$ cat config.mk
export PLATFORM = sky130hd
export DESIGN_NAME = spi_slave_wide
export DESIGN_NICKNAME = d
export VERILOG_FILES = /design/src/rtl/spi_slave_wide.sv
export SDC_FILE = /design/constraint.sdc
export NUM_CORES = 1
export LEC_CHECK = 0
export BUFFER_PORTS_ARGS = -buffer_cell sky130_fd_sc_hd__buf_2
export CORE_UTILIZATION = 50
export CTS_CLUSTER_DIAMETER = 40
export CTS_CLUSTER_SIZE = 28
export DETAILED_ROUTE_END_ITERATION = 16
export HOLD_SLACK_MARGIN = 0.02
export MAX_ROUTING_LAYER = met4
export PLACE_DENSITY = 0.82
export SYNTH_ARGS = -nofsm -noshare
export SYNTH_HDL_FRONTEND = slang
export SYNTH_SLANG_ARGS = --single-unit
$ cat constraint.sdc
create_clock -name clk -period 2.5 [get_ports clk]
set_input_delay 0.25 -clock clk [delete_from_list [all_inputs] [get_ports clk]]
set_output_delay 0.25 -clock clk [all_outputs]
set_load 0.02 [all_outputs]
$ cat src/rtl/spi_slave_wide.sv
// spi_slave_wide: SPI slave with a parameterisable word length, all four SPI modes and
// MSB- or LSB-first shifting. The SPI pins are oversampled in the clk domain through
// synchronisers, so clk must be several times faster than spi_clk.
//
// Parameters:
//   WIDTH     word length in bits (4..32)
//   MSB_FIRST 1 = MSB shifted first, 0 = LSB first
//
// Ports:
//   clk, rst     system clock, asynchronous active-high reset
//   ena          clock enable for all state (pulses are dropped, not stretched, while low)
//   spi_clk      SPI serial clock (asynchronous to clk)
//   spi_ss       slave select, active-low
//   spi_in       MOSI
//   spi_out      MISO, 0 while deselected
//   mode         {CPOL, CPHA}, captured only while deselected
//   bus_in       transmit word
//   bus_out      last complete received word
//   tx           one-cycle pulse when bus_in is captured
//   rx           one-cycle pulse when bus_out is updated
//   rx_ack       host read acknowledge
//   rx_overrun   sticky: a word completed before the previous one was acknowledged
//   crc_rx_out   CRC-8 (poly 0x07) of the bits received in the current select period,
//                latched with each rx pulse. Present only when SPI_SLAVE_WIDE_CRC_EN
//                is defined.
module spi_slave_wide #(
  parameter int unsigned WIDTH     = 8,
  parameter int unsigned MSB_FIRST = 1
) (
  input  logic             clk,
  input  logic             rst,
  input  logic             ena,
  input  logic             spi_clk,
  input  logic             spi_ss,
  input  logic             spi_in,
  output logic             spi_out,
  input  logic [1:0]       mode,
  input  logic [WIDTH-1:0] bus_in,
  output logic [WIDTH-1:0] bus_out,
  output logic             tx,
  output logic             rx,
  input  logic             rx_ack,
  output logic             rx_overrun
`ifdef SPI_SLAVE_WIDE_CRC_EN
  ,
  output logic [7:0]       crc_rx_out
`endif
);

  localparam int unsigned CW      = $clog2(WIDTH);
  localparam logic [CW-1:0] LAST  = CW'(WIDTH - 1);
  localparam int unsigned OUT_BIT = (MSB_FIRST != 0) ? WIDTH - 1 : 0;

  // Synchronisers: index 0 is the first stage.
  logic [2:0] sclk_sync_q;
  logic [2:0] ss_sync_q;
  logic [1:0] in_sync_q;

  logic             armed_q, armed_d;
  logic [1:0]       mode_q, mode_d;
  logic [CW-1:0]    cnt_q, cnt_d;
  logic [WIDTH-1:0] rx_sr_q, rx_sr_d;
  logic [WIDTH-1:0] tx_sr_q, tx_sr_d;
  logic [WIDTH-1:0] bus_out_q, bus_out_d;
  logic             rx_q, rx_d;
  logic             tx_q, tx_d;
  logic             unread_q, unread_d;
  logic             overrun_q, overrun_d;

  logic sclk_rise, sclk_fall, ss_fall, active;
  logic sample_edge, shift_edge, word_done, tx_load, din;
  logic [WIDTH-1:0] rx_shifted, tx_shifted;

  assign din       = in_sync_q[1];
  assign sclk_rise = sclk_sync_q[1] & ~sclk_sync_q[2];
  assign sclk_fall = ~sclk_sync_q[1] & sclk_sync_q[2];
  assign ss_fall   = ~ss_sync_q[1] & ss_sync_q[2];
  // armed_q stays low after reset until select has been seen high, so a transfer that
  // was running across reset is ignored until the next select falling edge.
  assign active    = armed_q & ~ss_sync_q[1];

  // CPOL == CPHA samples on the rising edge, otherwise on the falling edge.
  assign sample_edge = active & ((mode_q[1] == mode_q[0]) ? sclk_rise : sclk_fall);
  assign shift_edge  = active & ((mode_q[1] == mode_q[0]) ? sclk_fall : sclk_rise);
  assign word_done   = sample_edge & (cnt_q == LAST);

  // CPHA=0 presents the first bit before any clock, so load on select and on word end.
  // CPHA=1 loads on the leading (shift) edge of each word.
  assign tx_load = mode_q[0] ? (shift_edge & (cnt_q == '0)) : (ss_fall & active) | word_done;

  always_comb begin
    if (MSB_FIRST != 0) begin
      rx_shifted = {rx_sr_q[WIDTH-2:0], din};
      tx_shifted = {tx_sr_q[WIDTH-2:0], 1'b0};
    end else begin
      rx_shifted = {din, rx_sr_q[WIDTH-1:1]};
      tx_shifted = {1'b0, tx_sr_q[WIDTH-1:1]};
    end
  end

  always_comb begin
    mode_d    = ss_sync_q[1] ? mode : mode_q;
    armed_d   = armed_q | ss_sync_q[1];
    cnt_d     = cnt_q;
    rx_sr_d   = rx_sr_q;
    tx_sr_d   = tx_sr_q;
    bus_out_d = bus_out_q;
    rx_d      = 1'b0;
    tx_d      = 1'b0;

    if (!active) begin
      // Deselected (or aborted mid-word): drop any partial word.
      cnt_d   = '0;
      rx_sr_d = '0;
      tx_sr_d = '0;
    end else begin
      if (sample_edge) begin
        rx_sr_d = rx_shifted;
        cnt_d   = word_done ? '0 : cnt_q + CW'(1);
        if (word_done) begin
          bus_out_d = rx_shifted;
          rx_d      = 1'b1;
        end
      end
      if (tx_load) begin
        tx_sr_d = bus_in;
        tx_d    = 1'b1;
      end else if (shift_edge && (cnt_q != '0)) begin
        // In CPHA=0 the shift edge right after a word boundary must not shift: the new
        // word was just loaded with its first bit already on MISO.
        tx_sr_d = tx_shifted;
      end
    end

    // An rx together with rx_ack: the ack covers the older word, the new one is unread.
    unread_d = unread_q;
    if (rx_q)        unread_d = 1'b1;
    else if (rx_ack) unread_d = 1'b0;

    overrun_d = overrun_q;
    if (rx_ack)                overrun_d = 1'b0;
    else if (rx_q && unread_q) overrun_d = 1'b1;
  end

  always_ff @(posedge clk or posedge rst) begin
    if (rst) begin
      sclk_sync_q <= '0;
      ss_sync_q   <= '0;
      in_sync_q   <= '0;
      armed_q     <= 1'b0;
      mode_q      <= '0;
      cnt_q       <= '0;
      rx_sr_q     <= '0;
      tx_sr_q     <= '0;
      bus_out_q   <= '0;
      rx_q        <= 1'b0;
      tx_q        <= 1'b0;
      unread_q    <= 1'b0;
      overrun_q   <= 1'b0;
    end else if (ena) begin
      sclk_sync_q <= {sclk_sync_q[1:0], spi_clk};
      ss_sync_q   <= {ss_sync_q[1:0], spi_ss};
      in_sync_q   <= {in_sync_q[0], spi_in};
      armed_q     <= armed_d;
      mode_q      <= mode_d;
      cnt_q       <= cnt_d;
      rx_sr_q     <= rx_sr_d;
      tx_sr_q     <= tx_sr_d;
      bus_out_q   <= bus_out_d;
      rx_q        <= rx_d;
      tx_q        <= tx_d;
      unread_q    <= unread_d;
      overrun_q   <= overrun_d;
    end else begin
      rx_q <= 1'b0;
      tx_q <= 1'b0;
    end
  end

`ifdef SPI_SLAVE_WIDE_CRC_EN
  logic [7:0] crc_q, crc_d, crc_step, crc_out_q, crc_out_d;

  // Bit-serial CRC-8, poly x^8+x^2+x+1, in wire order.
  assign crc_step = {crc_q[6:0], 1'b0} ^ ((crc_q[7] ^ din) ? 8'h07 : 8'h00);

  always_comb begin
    crc_d     = crc_q;
    crc_out_d = crc_out_q;
    if (!active)          crc_d = '0;
    else if (sample_edge) crc_d = crc_step;
    if (word_done) crc_out_d = crc_step;
  end

  always_ff @(posedge clk or posedge rst) begin
    if (rst) begin
      crc_q     <= '0;
      crc_out_q <= '0;
    end else if (ena) begin
      crc_q     <= crc_d;
      crc_out_q <= crc_out_d;
    end
  end

  assign crc_rx_out = crc_out_q;
`endif

  assign spi_out    = active ? tx_sr_q[OUT_BIT] : 1'b0;
  assign bus_out    = bus_out_q;
  assign tx         = tx_q;
  assign rx         = rx_q;
  assign rx_overrun = overrun_q;

endmodule

# Word level (Yosys, flattened, before mapping)
# Index checks and enable logic that the tools add are counted.
# totals
input_bits	17
register_bits	41
# op_classes
muxes	23
add_sub_neg	1
n_eq_ne	4
reduce_logical	12
n_bitwise	14
# op_table
op	count
2-to-1 mux 8 bit	3
2-to-1 mux 1 bit	15
2-to-1 mux 7 bit	2
AND reduction 2 bit	5
AND 1 bit	9
2-to-1 mux 3 bit	3
AND reduction 4 bit	1
nonzero test 2 bit	2
adder 3 x 1 -> 3 bit (second input constant)	1
== test 3 bit (second input constant)	1
logical NOT 3 bit	1
!= test 3 x 1 -> 1 bit (second input constant)	1
NOT 1 bit	3
nonzero test 3 bit	1
logical AND 1 bit	2
!= test 2 x 1 -> 1 bit (second input constant)	1
bitwise OR 1 bit	2
== test 1 bit	1

# Longest topological paths before layout
# depth
word_depth	10
depth_mapped	7
depth_no_buf	7

# Worst setup path before layout
# OpenSTA, ideal clock, no wires.
# synth_timing
kind	reg2reg
start	register cnt_q[0]
end	register tx_sr_q[1]
setup_time_ps	124
synth_period_minus_slack_ps	1680
arrival_time_ps	1556
path_stages_with_launch	8
slack_ps	820
n_path_buf	0
path_cell_list	dfrtp_1 > ha_1 > ha_1 > nand4b_1 > nand4_1 > o22ai_2 > a21oi_4 > a2bb2oi_1
# synth_between
elab_chain_len	6
word_cells_on_any_way	12
cone_classes	2 x eq/ne; 3 x mux; 3 x bitwise; 4 x reduce/logical
# synth_lines
element	line_no	rtl
from (decl)	61	logic [CW-1:0] cnt_q, cnt_d;
from (signal assigned)	166	cnt_q <= cnt_d;
== test 3 bit	85	assign word_done = sample_edge & (cnt_q == LAST);
AND 1 bit	85	
bitwise OR 1 bit	89	assign tx_load = mode_q[0] ? (shift_edge & (cnt_q == '0)) : (ss_fall & active) | word_done;
2-to-1 mux 1 bit	89	
!= test 3 x 1 -> 1 bit (no line) or 2-to-1 mux 8 bit (tied branches)	--	
AND reduction 2 bit (no line) or 2-to-1 mux 8 bit (tied branches)	--	
to (signal assigned)	168	tx_sr_q <= tx_sr_d;
to (decl)	63	logic [WIDTH-1:0] tx_sr_q, tx_sr_d;
# Several ways; a longest one is shown, not always the timed one.
# A chain may end at the register's enable or synchronous reset.

# Final worst setup path
# layout_timing
start	register mode_q[1]
end	register rx_sr_q[1]
# layout_between
elab_chain_len	5
# layout_lines
element	line_no	rtl
from (decl)	60	logic [1:0] mode_q, mode_d;
from (signal assigned)	165	mode_q <= mode_d;
== test 1 bit	83	assign sample_edge = active & ((mode_q[1] == mode_q[0]) ? sclk_rise : sclk_fall);
2-to-1 mux 1 bit	83	
AND 1 bit	83	
!= test 2 x 1 -> 1 bit (no line)	--	
AND reduction 2 bit (no line)	--	
to (signal assigned)	167	rx_sr_q <= rx_sr_d;
to (decl)	62	logic [WIDTH-1:0] rx_sr_q, rx_sr_d;
# No other way between the ends.

==> flow_summary.rst <==
.. list-table::
   :header-rows: 1

   * - Metric
     - Value
   * - TritonCTS Sinks
     - 41
   * - Type of the worst min-delay path
     - input port to flop
   * - YS warnings
     - 0
   * - Time the worst path needs with I/O delays and setup
     - 2.02 ns
   * - Critical path fanouts, max
     - 18
   * - CTS tree
     - done
   * - CTS buffer count
     - 5
   * - Die boundary height
     - 62.6 um
   * - Worst reg2reg path depth
     - 4
   * - Highest clock rate
     - 496 MHz
   * - Startpoint of the lowest-slack hold path
     - rx_ack
   * - Arrival @ worst endpoint
     - 2.21 ns
   * - Setup repair after global routing missed its margin
     - no
   * - Transition time at the pin with the least slew margin
     - between 0.9 and 1 ns
   * - Detail-routed via count per cell
     - just over 5
   * - Die outline area
     - 3920 um2
   * - Proportion of layout cells with a drive suffix above 1
     - 29.3%
   * - Root buffer cell
     - clkbuf_4
   * - Number of cells on the worst hold path
     - 2
   * - Fin. max-slew vios
     - 0
   * - Top cell type's share of synthesized area
     - 55.8%
   * - CP Launch Point
     - mode_q[1]
   * - Routed length per placed instance
     - 12.4 um
   * - Syn Std Cell Area
     - 1840 um2
   * - Area growth from synthesis to layout
     - 15.7%
   * - Clock insertion delay at the later pin of the skew report
     - 0.35 ns
   * - FP Rows
     - 21
   * - Total power density per cell area
     - 789 nW/um2
   * - Synthesized netlist net count
     - 183
   * - Most area-hungry cell type in the Yosys netlist
     - dfrtp_1
   * - Number of nets with antenna violations after detailed routing
     - 0
   * - Antenna violations before repair
     - 0
   * - Most common cell after layout, fill and taps aside
     - dfrtp_1
   * - Number of nets at the end of the flow
     - 217
   * - Sort of element at the start of the critical path
     - flop
   * - Placeable core region
     - roughly 3400 um2
   * - Top cells by area in the synthesized netlist
     - dfrtp_1 (56%), mux2_2 (10%), nand2_1 (4.5%)
   * - Pin count of the biggest net entering global routing
     - 42
   * - Port Buf Inserts
     - 28
   * - Half-perimeter wire length of the detailed placement result
     - 2210 um
   * - Worst voltage drop across the vdd grid
     - 0.000432 V
   * - DR DRC count
     - 0
   * - Run status
     - finished, final reports clean
   * - Final Hold Vio Count
     - 0
   * - Final-report setup violation count
     - 0
   * - Vias in the first global route
     - roughly 1.2k
   * - Number of maximum-capacitance constraint violations
     - 0
   * - Endpoint type of the worst setup path
     - flop
   * - IO Count
     - 29
   * - Kind of critical path
     - flop to flop
   * - Maximum clock path buffer count
     - 2
   * - Chip Width
     - about 63 um
   * - Max H-tree Level
     - 2
   * - Antenna diode instance count
     - 0
   * - Startpoint of the worst-slack reg-to-reg timing path
     - mode_q[1]
   * - Internal reg-to-reg setup slack
     - around 0.48 ns
   * - Leading cell types in the layout, fill and taps excluded
     - dfrtp_1 (41), buf_2 (28), nand2_1 (22)
   * - Hold path endpoint
     - rx_overrun
   * - Sequential cell area fraction in the yosys report
     - a little under three fifths
   * - Post-layout power
     - 1680 uW
   * - Synthesized instance count
     - 163
   * - Post-Synthesis Mean Instance Area
     - 11.3 um2
   * - Number of register bits inferred by synthesis
     - 41
   * - Detailed router's first-iteration violation count
     - 57
   * - First-pass detailed-route iteration total
     - 4
   * - Placer Congestion
     - between 0.8 and 0.9
   * - Tcrit/Tclk final
     - between 80% and 90%
   * - Setup fix buffers added after clock tree synthesis
     - 0
   * - Final-layout setup total negative slack
     - 0 ns
   * - Remaining global-route overflow
     - 0
   * - Slew margin rel.
     - between 30% and 40%
   * - Required time of the critical path
     - 2.70 ns
   * - Number of library cell types mapped by synthesis
     - 34
   * - Capture point of the worst reg-to-reg path
     - rx_sr_q[1]
   * - Static power due to leakage
     - 0.00106 uW
   * - Count of vias placed by the detailed router
     - 1244
   * - Clock slew at the register clock pins of the worst setup and hold paths
     - 0.12 ns
   * - Setup Skew
     - 0.0100 ns
   * - Final WL
     - 3030 um
   * - Total GRT Usage
     - 19.0%
   * - First-pass GRT wire length
     - 5490 um
   * - Initial core utilization
     - 53.8%
==> logic make-up after synthesis <==
kind of cell	share of synthesized area, %
AO/OA/AOI/OAI	15.4
flip-flops	55.8
AND/OR/NAND/NOR	10.5
buffers and inverters	4.29
multiplexers	11.5
adder cells (fa/ha/maj)	2.04
XOR/XNOR	0.477
==> power by group <==
group          switching [uW]  leakage, uW  internal, uW
sequential               80.7     0.000528           775
combinational             204     0.000481           180
clock                     201    0.0000455           239
==> routing by layer <==
layer  GRT usage, %  part of all wire (%)  up-vias  routed length, um
met2           30.8                    49       25               1490
met5              -                     0        -                  0
li1               -                     -      626                  -
met4           10.5                   2.2        0                 68
met3           4.74                   4.0        7                121
met1           21.4                    45      586               1350
==> final cells by class <==
type	count	area (um2)
fillers	296	1290
multi-input cells	102	733
repair buffers	31	165
clock buffers	7	55.1
clock inverters	1	30.0
flip-flops and latches	41	1030
well taps	46	57.6
inverters	16	60.1
==> worst max-delay path, cell delays in order, from the launching register on <==
cell and delay, ns:
dfrtp_1 0.45, xnor2_1 0.29, mux2i_1 0.13, o21ai_1 0.76, o21ai_0 0.24
==> metrics by stage <==
step	area (um2)	instances	utilization [%]	hold WS, ns	worst slack [ns]
finish	2130	244	62.3	0.0742	0.485
global route	2130	244	62.3	0.0632	0.276
CTS	2130	244	62.3	0.0688	0.502
detailed placement	2030	235	59.5	0.398	0.489
global placement	2030	235	59.5	0.389	0.627
floorplan	1840	163	-	0.340	0.820
==> how the worst max path moves through the flow <==
stage,endpoint,slack (ns),cells past startpoint
global route,cnt_q[1],0.28,4
detailed placement,rx_sr_q[1],0.49,4
finish,rx_sr_q[1],0.48,4
global placement,rx_sr_q[5],0.63,4
CTS,rx_sr_q[1],0.50,4
floorplan,tx_sr_q[1],0.82,7
==> cell usage after synthesis <==
library cell,number
a22o_1,1
nor2b_1,1
o21ai_1,3
inv_1,16
o21a_1,7
dfrtp_1,41
and2_1,1
nor2_1,1
nand4bb_1,1
nand4_1,1
o21ai_0,16
buf_1,1
a21oi_4,1
o2bb2ai_1,1
or2b_1,1
xnor2_1,1
nand2_1,22
a2bb2oi_1,7
o211ai_1,1
ha_1,3
nand2_2,1
mux2i_1,2
nand2b_1,5
a31oi_1,1
a21oi_2,1
and3_1,1
or3b_1,1
a21oi_1,1
mux2_2,17
buf_4,1
nand4b_1,1
nand3b_1,1
clkbuf_1,2
o22ai_2,1
==> timing repair <==
action | in CTS | in global routing
hold endpoints to repair | 14 | 0
gates resized for setup | 0 | 0
hold buffers | 1 | 0
==> registers in the layout (all words and copies together) (netlist names), 2 cells and up <==
signal       cells
bus_out          8
cnt_q            3
in_sync_q        2
mode_q           2
rx_sr_q          7
sclk_sync_q      3
ss_sync_q        3
tx_sr_q          8
Power figures use the tool's default switching activity.
